==> src/rtl/dcache_ctrl.sv <==
// dcache_ctrl: miss/store sequencer for a two-way set-associative data cache.
// Detects hits from the array's per-way compare, stalls the pipeline on load
// misses and stores, runs the main-memory request/ready handshake, refills the
// victim way and keeps one LRU bit per set. Stores are write-through and
// no-write-allocate.
//
// Optional feature: define DCACHE_PERF_EN to add hit_count/miss_count outputs.
//
// state   | meaning
// --------+---------------------------------------------------------------
// IDLE    | decode cpu_req; load hits are served here with no stall
// RD_MISS | memory read outstanding for a load miss
// REFILL  | write fill buffer into the victim way, return data to the CPU
// ST_WAIT | write-through store outstanding; update array on hit at ready
module dcache_ctrl #(
  parameter int ADDR_WIDTH = 32,
  parameter int DATA_WIDTH = 32,
  parameter int SETS       = 16
) (
  input  logic                  clk,
  input  logic                  rst,
  input  logic                  cpu_req,
  input  logic                  cpu_we,
  input  logic [2:0]            cpu_addr_mode,
  input  logic [ADDR_WIDTH-1:0] cpu_addr,
  input  logic [DATA_WIDTH-1:0] cpu_wdata,
  output logic [DATA_WIDTH-1:0] cpu_rdata,
  output logic                  cpu_stall,
  input  logic                  arr_hit0,
  input  logic                  arr_hit1,
  input  logic                  arr_valid0,
  input  logic                  arr_valid1,
  input  logic [DATA_WIDTH-1:0] arr_rdata,
  output logic [3:0]            arr_set,
  output logic                  arr_way,
  output logic                  arr_fill_en,
  output logic                  arr_write_en,
  output logic [DATA_WIDTH-1:0] arr_wdata,
  output logic                  mem_req,
  output logic                  mem_we,
  output logic [ADDR_WIDTH-1:0] mem_addr,
  output logic [2:0]            mem_addr_mode,
  output logic [DATA_WIDTH-1:0] mem_wdata,
  input  logic                  mem_ready,
  input  logic [DATA_WIDTH-1:0] mem_rdata
`ifdef DCACHE_PERF_EN
  ,
  output logic [31:0]           hit_count,
  output logic [31:0]           miss_count
`endif
);

  typedef enum logic [1:0] {
    IDLE    = 2'd0,
    RD_MISS = 2'd1,
    REFILL  = 2'd2,
    ST_WAIT = 2'd3
  } state_t;

  state_t                state_q, state_d;
  logic [SETS-1:0]       lru_q, lru_d;
  logic                  victim_q, victim_d;
  logic [DATA_WIDTH-1:0] fill_buf_q, fill_buf_d;
  logic                  st_hit_q, st_hit_d;
  logic                  st_way_q, st_way_d;

  logic [3:0] set_idx;
  logic       hit;
  logic       hit_way;
  logic       victim_sel;

  assign set_idx = cpu_addr[5:2];
  assign hit     = arr_hit0 | arr_hit1;
  // Way 0 wins if the array ever reports both ways hitting.
  assign hit_way = ~arr_hit0;
  // Prefer an empty way; only consult LRU when the set is full.
  assign victim_sel = !arr_valid0 ? 1'b0 :
                      !arr_valid1 ? 1'b1 : lru_q[set_idx];

  assign arr_set       = set_idx;
  assign mem_addr      = cpu_we ? cpu_addr : {cpu_addr[ADDR_WIDTH-1:2], 2'b00};
  assign mem_addr_mode = cpu_addr_mode;
  assign mem_wdata     = cpu_wdata;

  // State and bookkeeping registers; reset discards any in-flight fill.
  always_ff @(posedge clk or posedge rst) begin
    if (rst) begin
      state_q    <= IDLE;
      lru_q      <= '0;
      victim_q   <= 1'b0;
      fill_buf_q <= '0;
      st_hit_q   <= 1'b0;
      st_way_q   <= 1'b0;
    end else begin
      state_q    <= state_d;
      lru_q      <= lru_d;
      victim_q   <= victim_d;
      fill_buf_q <= fill_buf_d;
      st_hit_q   <= st_hit_d;
      st_way_q   <= st_way_d;
    end
  end

  // Next-state and output decode.
  always_comb begin
    state_d      = state_q;
    lru_d        = lru_q;
    victim_d     = victim_q;
    fill_buf_d   = fill_buf_q;
    st_hit_d     = st_hit_q;
    st_way_d     = st_way_q;
    cpu_rdata    = '0;
    cpu_stall    = 1'b0;
    arr_way      = 1'b0;
    arr_fill_en  = 1'b0;
    arr_write_en = 1'b0;
    arr_wdata    = cpu_wdata;
    mem_req      = 1'b0;
    mem_we       = 1'b0;

    case (state_q)
      IDLE: begin
        if (cpu_req) begin
          if (cpu_we) begin
            cpu_stall = 1'b1;
            st_hit_d  = hit;
            st_way_d  = hit_way;
            state_d   = ST_WAIT;
          end else if (hit) begin
            cpu_rdata        = arr_rdata;
            lru_d[set_idx]   = ~hit_way;
          end else begin
            cpu_stall = 1'b1;
            victim_d  = victim_sel;
            state_d   = RD_MISS;
          end
        end
      end
      RD_MISS: begin
        mem_req   = 1'b1;
        cpu_stall = 1'b1;
        if (mem_ready) begin
          fill_buf_d = mem_rdata;
          state_d    = REFILL;
        end
      end
      REFILL: begin
        arr_fill_en    = 1'b1;
        arr_way        = victim_q;
        arr_wdata      = fill_buf_q;
        cpu_rdata      = fill_buf_q;
        lru_d[set_idx] = ~victim_q;
        state_d        = IDLE;
      end
      ST_WAIT: begin
        mem_req   = 1'b1;
        mem_we    = 1'b1;
        cpu_stall = ~mem_ready;
        arr_way   = st_way_q;
        if (mem_ready) begin
          if (st_hit_q) begin
            arr_write_en   = 1'b1;
            lru_d[set_idx] = ~st_way_q;
          end
          state_d = IDLE;
        end
      end
      default: state_d = IDLE;
    endcase
  end

`ifdef DCACHE_PERF_EN
  logic [31:0] hit_count_q, hit_count_d;
  logic [31:0] miss_count_q, miss_count_d;

  // Loads resolve in IDLE; stores resolve on the ST_WAIT ready cycle.
  always_comb begin
    hit_count_d  = hit_count_q;
    miss_count_d = miss_count_q;
    if (state_q == IDLE && cpu_req && !cpu_we) begin
      if (hit) hit_count_d  = hit_count_q + 32'd1;
      else     miss_count_d = miss_count_q + 32'd1;
    end
    if (state_q == ST_WAIT && mem_ready) begin
      if (st_hit_q) hit_count_d  = hit_count_q + 32'd1;
      else          miss_count_d = miss_count_q + 32'd1;
    end
  end

  // Performance counter registers.
  always_ff @(posedge clk or posedge rst) begin
    if (rst) begin
      hit_count_q  <= '0;
      miss_count_q <= '0;
    end else begin
      hit_count_q  <= hit_count_d;
      miss_count_q <= miss_count_d;
    end
  end

  assign hit_count  = hit_count_q;
  assign miss_count = miss_count_q;
`endif

endmodule

==> config.mk <==
export PLATFORM = sky130hd
export DESIGN_NAME = dcache_ctrl
export DESIGN_NICKNAME = d
export VERILOG_FILES = /design/src/rtl/dcache_ctrl.sv
export SDC_FILE = /design/constraint.sdc
export NUM_CORES = 1
export LEC_CHECK = 0
export ABC_AREA = 1
export CORE_ASPECT_RATIO = 0.75
export CORE_UTILIZATION = 35
export CTS_BUF_LIST = sky130_fd_sc_hd__clkbuf_4
export DETAILED_ROUTE_END_ITERATION = 12
export PLACE_DENSITY = 0.94
export REMOVE_ABC_BUFFERS = 1
export SLEW_MARGIN = 10
export SYNTH_ARGS = -nofsm -noshare
export SYNTH_HDL_FRONTEND = slang
export SYNTH_SLANG_ARGS = --single-unit
export TNS_END_PERCENT = 5
==> constraint.sdc <==
create_clock -name clk -period 2.6 [get_ports clk]
set_clock_uncertainty 0.2 [all_clocks]
set_input_delay 0.39 -clock clk [delete_from_list [all_inputs] [get_ports clk]]
set_output_delay 0.39 -clock clk [all_outputs]
set_load 0.03 [all_outputs]
==> impl_table.tex, run 1 <==
\begin{tabular}{lr}
\hline
Metric & Value \\
\hline
\multicolumn{2}{l}{\textbf{Run status}} \\
Status & completed \\
\multicolumn{2}{l}{\textbf{Setup path}} \\
Capturing element type of the critical path & primary output \\
Endpoint arrival time on the critical path & roughly 1.9 ns \\
CP required & about 2 ns \\
Delay of the slowest critical-path stage & $\sim$0.49 ns \\
Crit Path Class & register to primary output \\
Cell with the biggest individual delay on the critical path & sky130\_fd\_sc\_hd\_\_dfrtp\_1 \\
Maximum net fanout on the critical path & 21 \\
Category of the worst setup path launch point & register \\
Cell Chain, Critical Path & inv\_2 -> nand2\_2 -> inv\_2 -> nand2\_1 -> nand2\_1 -> buf\_4 \\
\multicolumn{2}{l}{\textbf{GRT}} \\
Initial antenna violation count & 0 \\
Gr ovfl total & 0 \\
Global-route wire length before repair & 18600 um \\
GR Util All Layers & 0.214 \\
Pin count of the biggest net entering global routing & 52 \\
Via count of the first global-routing pass & between 3000 and 4000 \\
\multicolumn{2}{l}{\textbf{STA}} \\
\# setup viols final & 0 \\
Total count of max-transition violations in the final report & 0 \\
Worst Slack Setup Final & approximately 0.1 ns \\
Total count of hold-check failures in the final report & 0 \\
Final critical-path share of the clock period & 0.961 \\
Worst hold-check slack & between 0.15 and 0.2 ns \\
RSZ-0062 raised after global routing & true \\
Max Fclk & about 0.40 GHz \\
Max-slew headroom at the worst pin & 0.635 \\
Worst slew pin tran & 0.546 ns \\
Setup TNS & 0 ns \\
Time the final worst path needs with I/O delays and setup & roughly 2.5 ns \\
\multicolumn{2}{l}{\textbf{Power and ir drop}} \\
Total power of the final layout & around 5.4 mW \\
Maximum vdd drop & approximately 0.44 mV \\
Pleak & between 2 and 3 nW \\
Power per unit of standard cell area & 955 mW/mm\^{}2 \\
\multicolumn{2}{l}{\textbf{Route}} \\
Wire per inst & roughly 15 um \\
Via-per-instance ratio & 4.74 \\
Vias & slightly below 4000 \\
Drt pass-1 iters & 5 \\
DRC violations left & 0 \\
Violation count after the first detailed-routing iteration & around 220 \\
Antenna Violating Nets Remaining & 0 \\
Detailed Route WL & between 10000 and 15000 um \\
\multicolumn{2}{l}{\textbf{Clocking}} \\
Maximum buffer depth of the clock tree & 2 \\
Clk Latency, worst-skew pair & 0.38 ns \\
Clock-pin slew on the worst setup and hold paths & 0.16 ns \\
Count of hold buffers inserted by post-cts repair & 0 \\
TritonCTS buffer count & 5 \\
Gates resized, CTS repair & 0 \\
Depth of the CTS H-tree & 2 \\
Clock tree from TritonCTS & built \\
Root buffer cell & sky130\_fd\_sc\_hd\_\_clkbuf\_4 \\
Number of clock sinks & between 50 and 60 \\
Total setup buffers inserted after CTS & 0 \\
\multicolumn{2}{l}{\textbf{Logic synthesis}} \\
Cell count after synthesis & about 550 \\
Count of warnings emitted by yosys & 0 \\
Post-synth top cells & sky130\_fd\_sc\_hd\_\_nand2\_1 (201), sky130\_fd\_sc\_hd\_\_buf\_4 (69), sky130\_fd\_sc\_hd\_\_dfrtp\_1 (53), sky130\_fd\_sc\_hd\_\_nand3\_1 (39), sky130\_fd\_sc\_hd\_\_inv\_1 (38) \\
Register area share after synthesis & 0.345 \\
Dominant cells by area after synthesis & sky130\_fd\_sc\_hd\_\_dfrtp\_1 (35\%), sky130\_fd\_sc\_hd\_\_nand2\_1 (20\%), sky130\_fd\_sc\_hd\_\_buf\_4 (13\%), sky130\_fd\_sc\_hd\_\_nand3\_1 (5.1\%), sky130\_fd\_sc\_hd\_\_mux2\_2 (5.0\%) \\
Simple-gate share of the synthesized area & 0.307 \\
Count of different cell masters after synthesis & 29 \\
Cell type contributing the most total cell area after synthesis & sky130\_fd\_sc\_hd\_\_dfrtp\_1 \\
Total standard cell area after synthesis & roughly 0.0038 sq mm \\
Post-Synth XOR/XNOR Area & 0 \\
Combinational family with the most area after synthesis & simple AND/OR/NAND/NOR gates \\
FF+latch count, synth & 53 \\
Most instantiated flip-flop cell in the synthesis netlist & sky130\_fd\_sc\_hd\_\_dfrtp\_1 \\
Post-synthesis average cell area & between 6 and 7 sq um \\
Most common cell in the synthesized netlist & sky130\_fd\_sc\_hd\_\_nand2\_1 \\
Number of enable flip-flop cells after synthesis & 0 \\
Share of the synthesized area in compound gates (AO/OA/AOI/OAI) & 0.0827 \\
Share of synthesized cell area in full adder, half adder and majority cells & 0 \\
Proportion of register bits with asynchronous set or reset after synthesis & 1.00 \\
Mux contribution to synthesized area & 0.0528 \\
Yosys top cell area share & 0.345 \\
\multicolumn{2}{l}{\textbf{Placement}} \\
Worst Setup Slack post-DPL & $\sim$0.19 ns \\
Input/output buffers & 222 \\
Half-perimeter wire length of the detailed placement result & a little under 10000 um \\
Last weighted congestion value of the routability-driven placer & around 0.86 \\
DP Area & 0.00554 sq mm \\
\multicolumn{2}{l}{\textbf{Die}} \\
Initial Utilization & 0.366 \\
Die height & around 93 um \\
Top Ports & 281 \\
Area of the die & $\sim$0.011 sq mm \\
Standard cell core area & roughly 0.010 sq mm \\
Core Rows & 32 \\
Die width & roughly 120 um \\
\multicolumn{2}{l}{\textbf{Final layout}} \\
Post-route cell area & between 0.005 and 0.006 sq mm \\
Fraction of layout instances using a drive strength above 1 & 0.183 \\
Nets & 840 \\
Area grow syn2layout & 46.4\% \\
Antenna diode count & 0 \\
\multicolumn{2}{l}{\textbf{Job}} \\
Max-cap check violation count & 0 \\
\multicolumn{2}{l}{\textbf{Hold path}} \\
Kind of path behind the tightest hold check & input pin to async pin \\
\hline
\end{tabular}
## cell families (layout without fill, tap and decap cells)
group | Yosys count | after routing
buffers and inverters | 139 | 289
DFF | 53 | 53
AOI/OAI and AO/OA | 58 | 58
muxes | 18 | 18
and+or+nand+nor | 283 | 283
## critical path, delay by kind of cell (launching register included)
kind	cells	cell delay [ns]
DFF	1	0.49
buffers and inverters	3	0.64
and+or+nand+nor	3	0.39
## where the power goes
group	switching, mW	internal, mW
Combinational	2.20	1.29
Clock	0.263	0.211
Sequential	0.203	1.21
Total	2.66	2.71
## cell usage in the layout, fill, tap and decap left out, types with 2 or more instances in the layout
| master | n |
|---|---|
| sky130_fd_sc_hd__mux2_2 | 17 |
| sky130_fd_sc_hd__buf_4 | 77 |
| sky130_fd_sc_hd__nand2_2 | 2 |
| sky130_fd_sc_hd__buf_12 | 2 |
| sky130_fd_sc_hd__nand2_4 | 2 |
| sky130_fd_sc_hd__or2_2 | 2 |
| sky130_fd_sc_hd__nor2_1 | 29 |
| sky130_fd_sc_hd__inv_1 | 37 |
| sky130_fd_sc_hd__clkinv_1 | 2 |
| sky130_fd_sc_hd__nand2_1 | 201 |
| sky130_fd_sc_hd__o21ai_0 | 36 |
| sky130_fd_sc_hd__nor2_4 | 5 |
| sky130_fd_sc_hd__inv_2 | 9 |
| sky130_fd_sc_hd__o211ai_1 | 2 |
| sky130_fd_sc_hd__dfrtp_1 | 52 |
| sky130_fd_sc_hd__clkdlybuf4s50_1 | 154 |
| sky130_fd_sc_hd__a21oi_1 | 15 |
| sky130_fd_sc_hd__nand3_1 | 39 |
| sky130_fd_sc_hd__clkbuf_4 | 6 |
## metal layers
layer | GRT usage | up-vias | share of wire | wire [um]
met1 | 0.275 | 1797 | 0.42 | 5230
met4 | 0.0437 | 0 | 0.0071 | 87
li1 | - | 1957 | - | -
met3 | 0.0720 | 9 | 0.10 | 1270
met5 | 0.0192 | - | 0 | 0
met2 | 0.346 | 206 | 0.46 | 5720
## per-stage QoR
stage | std cells | util
floorplan | 459 | -
global placement | 829 | 0.528
detailed placement | 829 | 0.528
CTS | 837 | 0.536
global route | 837 | 0.536
finish | 837 | 0.536
## final cells by class
cell class	instances	area, sq um
fill	976	4870
clock inverter	2	33.8
inverter	47	176
multi-input combinational	359	1700
timing repair buffer	234	2170
sequential	53	1330
tap	136	170
clock buffer	6	45.0
## final timing paths
kind | startpoint | endpoint | slack, ns | depth (start not counted)
worst max-delay path | state_q[0] | cpu_rdata[7] | 0.10 | 6
worst min-delay path | rst | st_way_q | 0.15 | 2
worst max register to register | state_q[0] | register | 0.68 | 9
worst min register to register | register | register | 0.29 | 2
max in group asynchronous | rst | fill_buf_q[1] | 1.49 | 3
min in group clk | register | register | 0.29 | 2
Note: power is estimated with default switching activity, not from simulation.
==> inputs of run 2 (changes only) <==
--- a/config.mk
+++ b/config.mk
@@ -11,7 +11,6 @@
 export CTS_BUF_LIST = sky130_fd_sc_hd__clkbuf_4
 export DETAILED_ROUTE_END_ITERATION = 12
 export PLACE_DENSITY = 0.94
-export REMOVE_ABC_BUFFERS = 1
 export SLEW_MARGIN = 10
 export SYNTH_ARGS = -nofsm -noshare
 export SYNTH_HDL_FRONTEND = slang
==> constraint.sdc (replaced) <==
create_clock -name clk -period 2.65 [get_ports clk]
set_clock_uncertainty 0.2 [all_clocks]
set_input_delay 0.3975 -clock clk [delete_from_list [all_inputs] [get_ports clk]]
set_output_delay 0.3975 -clock clk [all_outputs]
set_load 0.03 [all_outputs]
==> run 2 against run 1 <==
Sequential cell count unchanged. Die area unchanged. Critical path type unchanged. Sequential share of layout area down 0.23 points. First-iteration DRC count up 2.8%. Total power down 1.4%.
==> impl_table.tex, run 2 (synthesis gave the netlist of run 1 again) <==
\begin{tabular}{lr}
\hline
Metric & Value \\
\hline
\multicolumn{2}{l}{\textbf{Run status}} \\
Status & completed \\
\multicolumn{2}{l}{\textbf{GRT}} \\
Pin count of the biggest net entering global routing & 54 (+3.8\%) \\
Initial antenna violation count & 0 (unchanged) \\
GR Util All Layers & 0.204 (-0.0104) \\
Gr ovfl total & 0 (unchanged) \\
Via count of the first global-routing pass & 3593 (-3.4\%) \\
Global-route wire length before repair & 18000 um (-3.6\%) \\
\multicolumn{2}{l}{\textbf{Die}} \\
Standard cell core area & 0.0105 sq mm (unchanged) \\
Initial Utilization & 0.366 (unchanged) \\
Die width & 123 um (unchanged) \\
Core Rows & 32 (unchanged) \\
Area of the die & 0.0114 sq mm (unchanged) \\
Top Ports & 281 (unchanged) \\
Die height & 92.7 um (unchanged) \\
\multicolumn{2}{l}{\textbf{Route}} \\
Via-per-instance ratio & 4.72 (-0.42\%) \\
Wire per inst & 13.9 um (-5.7\%) \\
Met1 wire length & 5240 um (about the same) \\
Vias & 3976 (+0.18\%) \\
Detailed Route WL & 11700 um (-5.1\%) \\
Drt pass-1 iters & 4 (-1) \\
Top Layer Used & met4 \\
DRC violations left & 0 (unchanged) \\
Violation count after the first detailed-routing iteration & 222 (+2.8\%) \\
Sum of met3 wire segment lengths after detailed routing & 970 um (-24\%) \\
Antenna Violating Nets Remaining & 0 (unchanged) \\
Detail Route met2 WL & 5300 um (-7.4\%) \\
\multicolumn{2}{l}{\textbf{Placement}} \\
Input/output buffers & 222 (unchanged) \\
Worst Setup Slack post-DPL & 0.204 ns (+0.0144 ns) \\
Half-perimeter wire length of the detailed placement result & 9080 um (-7.2\%) \\
Last weighted congestion value of the routability-driven placer & 0.865 (+1.0\%) \\
\multicolumn{2}{l}{\textbf{Clocking}} \\
Root buffer cell & sky130\_fd\_sc\_hd\_\_clkbuf\_4 \\
TritonCTS buffer count & 5 (unchanged) \\
Depth of the CTS H-tree & 2 (unchanged) \\
Clk Latency, worst-skew pair & 0.40 ns (+0.02 ns) \\
Maximum buffer depth of the clock tree & 2 (unchanged) \\
Clock-pin slew on the worst setup and hold paths & 0.18 ns (+0.02 ns) \\
Count of hold buffers inserted by post-cts repair & 0 (unchanged) \\
Clock tree from TritonCTS & built \\
Number of clock sinks & 53 (unchanged) \\
\multicolumn{2}{l}{\textbf{Hold path}} \\
Kind of path behind the tightest hold check & input pin to async pin \\
\multicolumn{2}{l}{\textbf{Power and ir drop}} \\
Maximum vdd drop & 0.511 mV (+17\%) \\
Net Sw Frac & 0.504 (+0.00864) \\
Part of the total power dissipated in combinational logic & 0.665 (+0.016) \\
Total power of the final layout & 5.30 mW (-1.4\%) \\
Portion of total power attributed to sequential cells & 0.261 (-0.002) \\
Power per unit of standard cell area & 932 mW/mm\^{}2 (-2.5\%) \\
Clock network fraction of total power & 0.073 (-0.015) \\
Pleak & 2.87 nW (+0.74\%) \\
Internal & 2.63 mW (-3.1\%) \\
Sw Pwr & 2.67 mW (+0.31\%) \\
\multicolumn{2}{l}{\textbf{STA}} \\
Worst slew pin tran & 0.522 ns (-0.0242 ns) \\
\# setup viols final & 0 (unchanged) \\
Worst hold-check slack & 0.150 ns (-0.00137 ns) \\
Time the final worst path needs with I/O delays and setup & approximately 2.5 ns \\
Final critical-path share of the clock period & 0.945 \\
Setup TNS & 0 ns (unchanged) \\
Total count of max-transition violations in the final report & 0 (unchanged) \\
Total count of hold-check failures in the final report & 0 (unchanged) \\
Worst Slack Setup Final & 0.147 ns (+0.0447 ns) \\
Max Fclk & $\sim$0.4 GHz \\
Max-slew headroom at the worst pin & 0.652 (+0.0167) \\
RSZ-0062 raised after global routing & false \\
\multicolumn{2}{l}{\textbf{Setup path}} \\
Endpoint arrival time on the critical path & 1.91 ns (about the same) \\
First element of the critical path & state\_q[1] \\
Cell Chain, Critical Path & buf\_4 -> nand2\_1 -> nor2\_1 -> clkdlybuf4s50\_1 \\
Crit Path Class & register to primary output \\
Critical R2R Launch & state\_q[1] \\
Category of the worst setup path launch point & register \\
Delay of the slowest critical-path stage & 0.68 ns (+0.19 ns) \\
Maximum net fanout on the critical path & 6 (-71\%) \\
Cell with the biggest individual delay on the critical path & sky130\_fd\_sc\_hd\_\_clkdlybuf4s50\_1 \\
Buffers \& Inverters on Critical Path & 2 (-1) \\
Capturing element type of the critical path & primary output \\
Top delay family on crit path & buffers and inverters \\
CP required & 2.05 ns (+0.04 ns) \\
\multicolumn{2}{l}{\textbf{Final layout}} \\
Top library cells by usage in the layout, fill and taps aside & sky130\_fd\_sc\_hd\_\_nand2\_1 (201), sky130\_fd\_sc\_hd\_\_clkdlybuf4s50\_1 (155), sky130\_fd\_sc\_hd\_\_buf\_4 (80), sky130\_fd\_sc\_hd\_\_dfrtp\_1 (51), sky130\_fd\_sc\_hd\_\_nand3\_1 (39) \\
Number of filler cells placed in the layout & 988 (+1.2\%) \\
Nets & 845 (+0.60\%) \\
Area grow syn2layout & 48.0\% \\
Antenna diode count & 0 (unchanged) \\
Fraction of layout instances using a drive strength above 1 & 0.193 (+0.0100) \\
Final core utilization & 0.542 (+0.00585) \\
Most common library cell in the layout ignoring fill and taps & sky130\_fd\_sc\_hd\_\_nand2\_1 \\
\multicolumn{2}{l}{\textbf{Logic synthesis}} \\
Syn Nets & between 600 and 700 \\
\multicolumn{2}{l}{\textbf{Job}} \\
Max-cap check violation count & 0 (unchanged) \\
\hline
\end{tabular}
==> run 2: layout make-up <==
class | instances | area (sq um) | area share
Sequential cell | 53 | 1330 | 0.234
Clock inverter | 3 | 21.3 | 0.00374
Tap cell | 136 | 170 | 0.0299
Inverter | 47 | 183 | 0.0321
Multi-Input combinational cell | 359 | 1710 | 0.301
Clock buffer | 5 | 37.5 | 0.00660
Timing Repair Buffer | 239 | 2230 | 0.393
==> run 2: power groups by stage <==
stage | combinational [mW] | clock, mW | sequential [mW]
after floorplan | 2.36 | 0 | 1.33
after global placement | 3.39 | 0 | 1.39
after detailed placement | 3.45 | 0 | 1.40
after CTS | 3.45 | 0.408 | 1.39
after global routing | 3.80 | 0.446 | 1.43
final | 3.52 | 0.389 | 1.38
==> run 2: path summary, 6_finish.rpt <==
kind | endpoint | cells past startpoint | slack (ns)
min | state_q[1] | 3 | 0.15
max | arr_write_en | 4 | 0.15
max in group asynchronous | state_q[0] | 3 | 1.83
max reg2reg | fill_buf_q[24] | 5 | 0.69
min reg2reg | register | 2 | 0.30
min in group clk | register | 2 | 0.30
==> run 2: worst reg2reg max path, stage by stage, from the launching register on <==
cell and delay [ns]:
sky130_fd_sc_hd__dfrtp_2 0.48, sky130_fd_sc_hd__buf_4 0.16, sky130_fd_sc_hd__buf_4 0.13, sky130_fd_sc_hd__nor2_4 0.13, sky130_fd_sc_hd__nand2_4 0.29, sky130_fd_sc_hd__mux2_1 0.45
==> run 2: per-layer routing <==
metal	up-vias	global-route usage
li1	1959	-
met1	1826	0.267
met2	177	0.329
met3	14	0.0560
met4	0	0.0518
met5	-	0
==> run 2: repair_timing <==
item	4_1_cts	5_1_grt
buffers inserted	0	7
resized for setup	1	5
endpoints found under the setup margin	32	58
endpoints found under the hold margin	0	0
gates cloned	0	0
==> run 2: metrics by stage <==
| step | cell area (sq um) | instances |
|---|---|---|
| global placement | 5560 | 827 |
| finish | 5690 | 842 |
| global route | 5690 | 842 |
| floorplan | 3840 | 551 |
| CTS | 5620 | 835 |
| detailed placement | 5560 | 827 |
==> inputs of run 3 (changes only) <==
--- a/config.mk
+++ b/config.mk
@@ -6,6 +6,7 @@
 export NUM_CORES = 1
 export LEC_CHECK = 0
 export ABC_AREA = 1
+export CAP_MARGIN = 40
 export CORE_ASPECT_RATIO = 0.75
 export CORE_UTILIZATION = 35
 export CTS_BUF_LIST = sky130_fd_sc_hd__clkbuf_4
==> constraint.sdc (replaced) <==
create_clock -name clk -period 2.7 [get_ports clk]
set_clock_uncertainty 0.2 [all_clocks]
set_input_delay 0.405 -clock clk [delete_from_list [all_inputs] [get_ports clk]]
set_output_delay 0.405 -clock clk [all_outputs]
set_load 0.03 [all_outputs]
==> run 3 against run 2 <==
Clock-buffer cell count unchanged. Wire length increased by 6.9%. Via count increased by 1.5%. Register-to-register slack improved by 0.15 ns. Hold slack improved by 0.0017 ns. Setup slack got worse by 0.0052 ns. Sequential share of layout area decreased by 0.26 points. Die area unchanged. Combinational power decreased by 1%. Critical path type unchanged.
==> impl_table.tex, run 3 (synthesis gave the netlist of run 1 again) <==
\begin{tabular}{lr}
\hline
Metric & Value \\
\hline
\multicolumn{2}{l}{\textbf{Run status}} \\
Status & completed \\
\multicolumn{2}{l}{\textbf{Power and ir drop}} \\
Pleak & 2.91 nW (+1.4\%) \\
Portion of total power attributed to sequential cells & 0.262 (about the same) \\
Net Sw Frac & 0.505 (+0.00145) \\
Sw Pwr & 2.65 mW (-0.79\%) \\
Internal & 2.59 mW (-1.4\%) \\
Maximum vdd drop & 0.490 mV (-4.1\%) \\
Total power of the final layout & 5.24 mW (-1.1\%) \\
Power per unit of standard cell area & 911 mW/mm\^{}2 (-2.2\%) \\
Clock network fraction of total power & 0.075 (+0.002) \\
Part of the total power dissipated in combinational logic & 0.663 (-0.002) \\
\multicolumn{2}{l}{\textbf{Setup path}} \\
Register-to-register setup slack & 0.84 ns (+0.15 ns) \\
Category of the worst setup path launch point & register \\
Maximum net fanout on the critical path & 5 (-1) \\
Endpoint arrival time on the critical path & 1.95 ns (+0.04 ns) \\
Capturing element type of the critical path & primary output \\
Crit Path Class & register to primary output \\
CP required & 2.10 ns (+0.05 ns) \\
\multicolumn{2}{l}{\textbf{Die}} \\
Top Ports & 281 (unchanged) \\
Initial Utilization & 0.366 (unchanged) \\
Standard cell core area & 0.0105 sq mm (unchanged) \\
Area of the die & 0.0114 sq mm (unchanged) \\
Die height & 92.7 um (unchanged) \\
Core Rows & 32 (unchanged) \\
Die width & 123 um (unchanged) \\
\multicolumn{2}{l}{\textbf{Route}} \\
Via-per-instance ratio & 4.77 (+1.1\%) \\
Violation count after the first detailed-routing iteration & 230 (+3.6\%) \\
Antenna Violating Nets Remaining & 0 (unchanged) \\
Wire per inst & 14.8 um (+6.5\%) \\
Detailed Route WL & 12500 um (+6.9\%) \\
Drt pass-1 iters & 4 (unchanged) \\
DRC violations left & 0 (unchanged) \\
Vias & 4034 (+1.5\%) \\
\multicolumn{2}{l}{\textbf{Job}} \\
Max-cap check violation count & 0 (unchanged) \\
\multicolumn{2}{l}{\textbf{Placement}} \\
Half-perimeter wire length of the detailed placement result & 9430 um (+3.8\%) \\
Last weighted congestion value of the routability-driven placer & 0.849 (-2.0\%) \\
DP Area & 0.00557 sq mm (+0.14\%) \\
Input/output buffers & 222 (unchanged) \\
Cell Count Post-Placement & 828 (+0.12\%) \\
\multicolumn{2}{l}{\textbf{Clocking}} \\
TritonCTS buffer count & 5 (unchanged) \\
Clock tree from TritonCTS & built \\
Clock-pin slew on the worst setup and hold paths & 0.18 ns (about the same) \\
Maximum buffer depth of the clock tree & 2 (unchanged) \\
Clk Latency, worst-skew pair & 0.39 ns (about the same) \\
Number of clock sinks & 53 (unchanged) \\
Root buffer cell & sky130\_fd\_sc\_hd\_\_clkbuf\_4 \\
Depth of the CTS H-tree & 2 (unchanged) \\
Count of hold buffers inserted by post-cts repair & 0 (unchanged) \\
\multicolumn{2}{l}{\textbf{Hold path}} \\
Kind of path behind the tightest hold check & input pin to async pin \\
\multicolumn{2}{l}{\textbf{STA}} \\
Total count of hold-check failures in the final report & 0 (unchanged) \\
\# setup viols final & 0 (unchanged) \\
RSZ-0062 raised after global routing & false \\
Final critical-path share of the clock period & 0.948 \\
Worst slew pin tran & 0.571 ns (+0.0486 ns) \\
Total count of max-transition violations in the final report & 0 (unchanged) \\
Max Fclk & $\sim$0.4 GHz \\
Worst hold-check slack & 0.152 ns (+0.00175 ns) \\
Time the final worst path needs with I/O delays and setup & 2.56 ns \\
Max-slew headroom at the worst pin & 0.619 (-0.0328) \\
\multicolumn{2}{l}{\textbf{GRT}} \\
Initial antenna violation count & 0 (unchanged) \\
GR Util All Layers & 0.214 (+0.0100) \\
Pin count of the biggest net entering global routing & 48 (-11\%) \\
Global-route wire length before repair & 18600 um (+3.8\%) \\
Via count of the first global-routing pass & 3641 (+1.3\%) \\
Gr ovfl total & 0 (unchanged) \\
\multicolumn{2}{l}{\textbf{Logic synthesis}} \\
Syn Nets & 691 (unchanged) \\
\multicolumn{2}{l}{\textbf{Final layout}} \\
Top library cells by usage in the layout, fill and taps aside & sky130\_fd\_sc\_hd\_\_nand2\_1 (200), sky130\_fd\_sc\_hd\_\_clkdlybuf4s50\_1 (153), sky130\_fd\_sc\_hd\_\_buf\_4 (79), sky130\_fd\_sc\_hd\_\_dfrtp\_1 (51), sky130\_fd\_sc\_hd\_\_nand3\_1 (39) \\
Nets & 847 (+0.24\%) \\
Area grow syn2layout & 49.7\% \\
Most common library cell in the layout ignoring fill and taps & sky130\_fd\_sc\_hd\_\_nand2\_1 \\
Final std cells w/o fill & 845 (+0.36\%) \\
Number of filler cells placed in the layout & 955 (-3.3\%) \\
Fraction of layout instances using a drive strength above 1 & 0.198 (+0.00511) \\
Final core utilization & 0.548 (+0.00620) \\
Post-route cell area & 0.00575 sq mm (+1.1\%) \\
Combined area of the multi-input logic cells & 0.00173 sq mm (+0.95\%) \\
Flip-flop and latch area & 0.00133 sq mm (unchanged) \\
\hline
\end{tabular}
-- run 3: cell type report --
class                   instances  area share
multi-input cells             360       0.301
repair buffers                240       0.396
well taps                     136      0.0296
clock inverters                 3     0.00435
flip-flops and latches         53       0.231
inverters                      47      0.0318
diodes                          1    0.000435
clock buffers                   5     0.00653
-- run 3: stage by stage --
| step | setup TNS (ns) | worst slack [ns] |
|---|---|---|
| 4_1_cts | 0 | 0.0144 |
| 3_3_place_gp | -0.127 | -0.0395 |
| 5_1_grt | 0 | 0.0276 |
| 3_5_place_dp | -0.578 | -0.106 |
| 6_report | 0 | 0.141 |
| 2_1_floorplan | 0 | 0.585 |
-- run 3: layer usage --
layer | vias up | wire, um | GRT usage
met1 | 1871 | 5430 | 0.276
met5 | - | 0 | 0
met2 | 178 | 5870 | 0.360
met3 | 13 | 1080 | 0.0560
met4 | 0 | 117 | 0.0356
li1 | 1972 | - | -
-- run 3: path summary, 6_finish.rpt --
check,from,endpoint,cells after the start
setup / recovery,state_q[0],arr_write_en,4
hold / removal,rst,fill_buf_q[10],2
setup reg to reg,state_q[0],register,9
hold reg to reg,register,register,2
max in group asynchronous,rst,fill_buf_q[28],3
min in group clk,register,register,2
-- run 3: critical path: stages (launching register included) --
cell	delay, ns
sky130_fd_sc_hd__dfrtp_2	0.47
sky130_fd_sc_hd__buf_4	0.15
sky130_fd_sc_hd__nand2_1	0.12
sky130_fd_sc_hd__nor2_1	0.15
sky130_fd_sc_hd__clkdlybuf4s50_1	0.68
-- run 3: what timing repair did --
action,CTS,global route
pin swaps,1,1
gates cloned,1,1
gates resized for setup,3,8
endpoints found under the hold margin,0,0
setup endpoints to repair,29,48
buffers inserted,0,6
-- run 3: power groups by stage --
stage	logic, mW	registers, mW	clock network (mW)
final	3.47	1.37	0.393
after global routing	3.73	1.42	0.442
after CTS	3.40	1.37	0.407
after detailed placement	3.38	1.38	0
after global placement	3.33	1.36	0
after floorplan	2.31	1.30	0
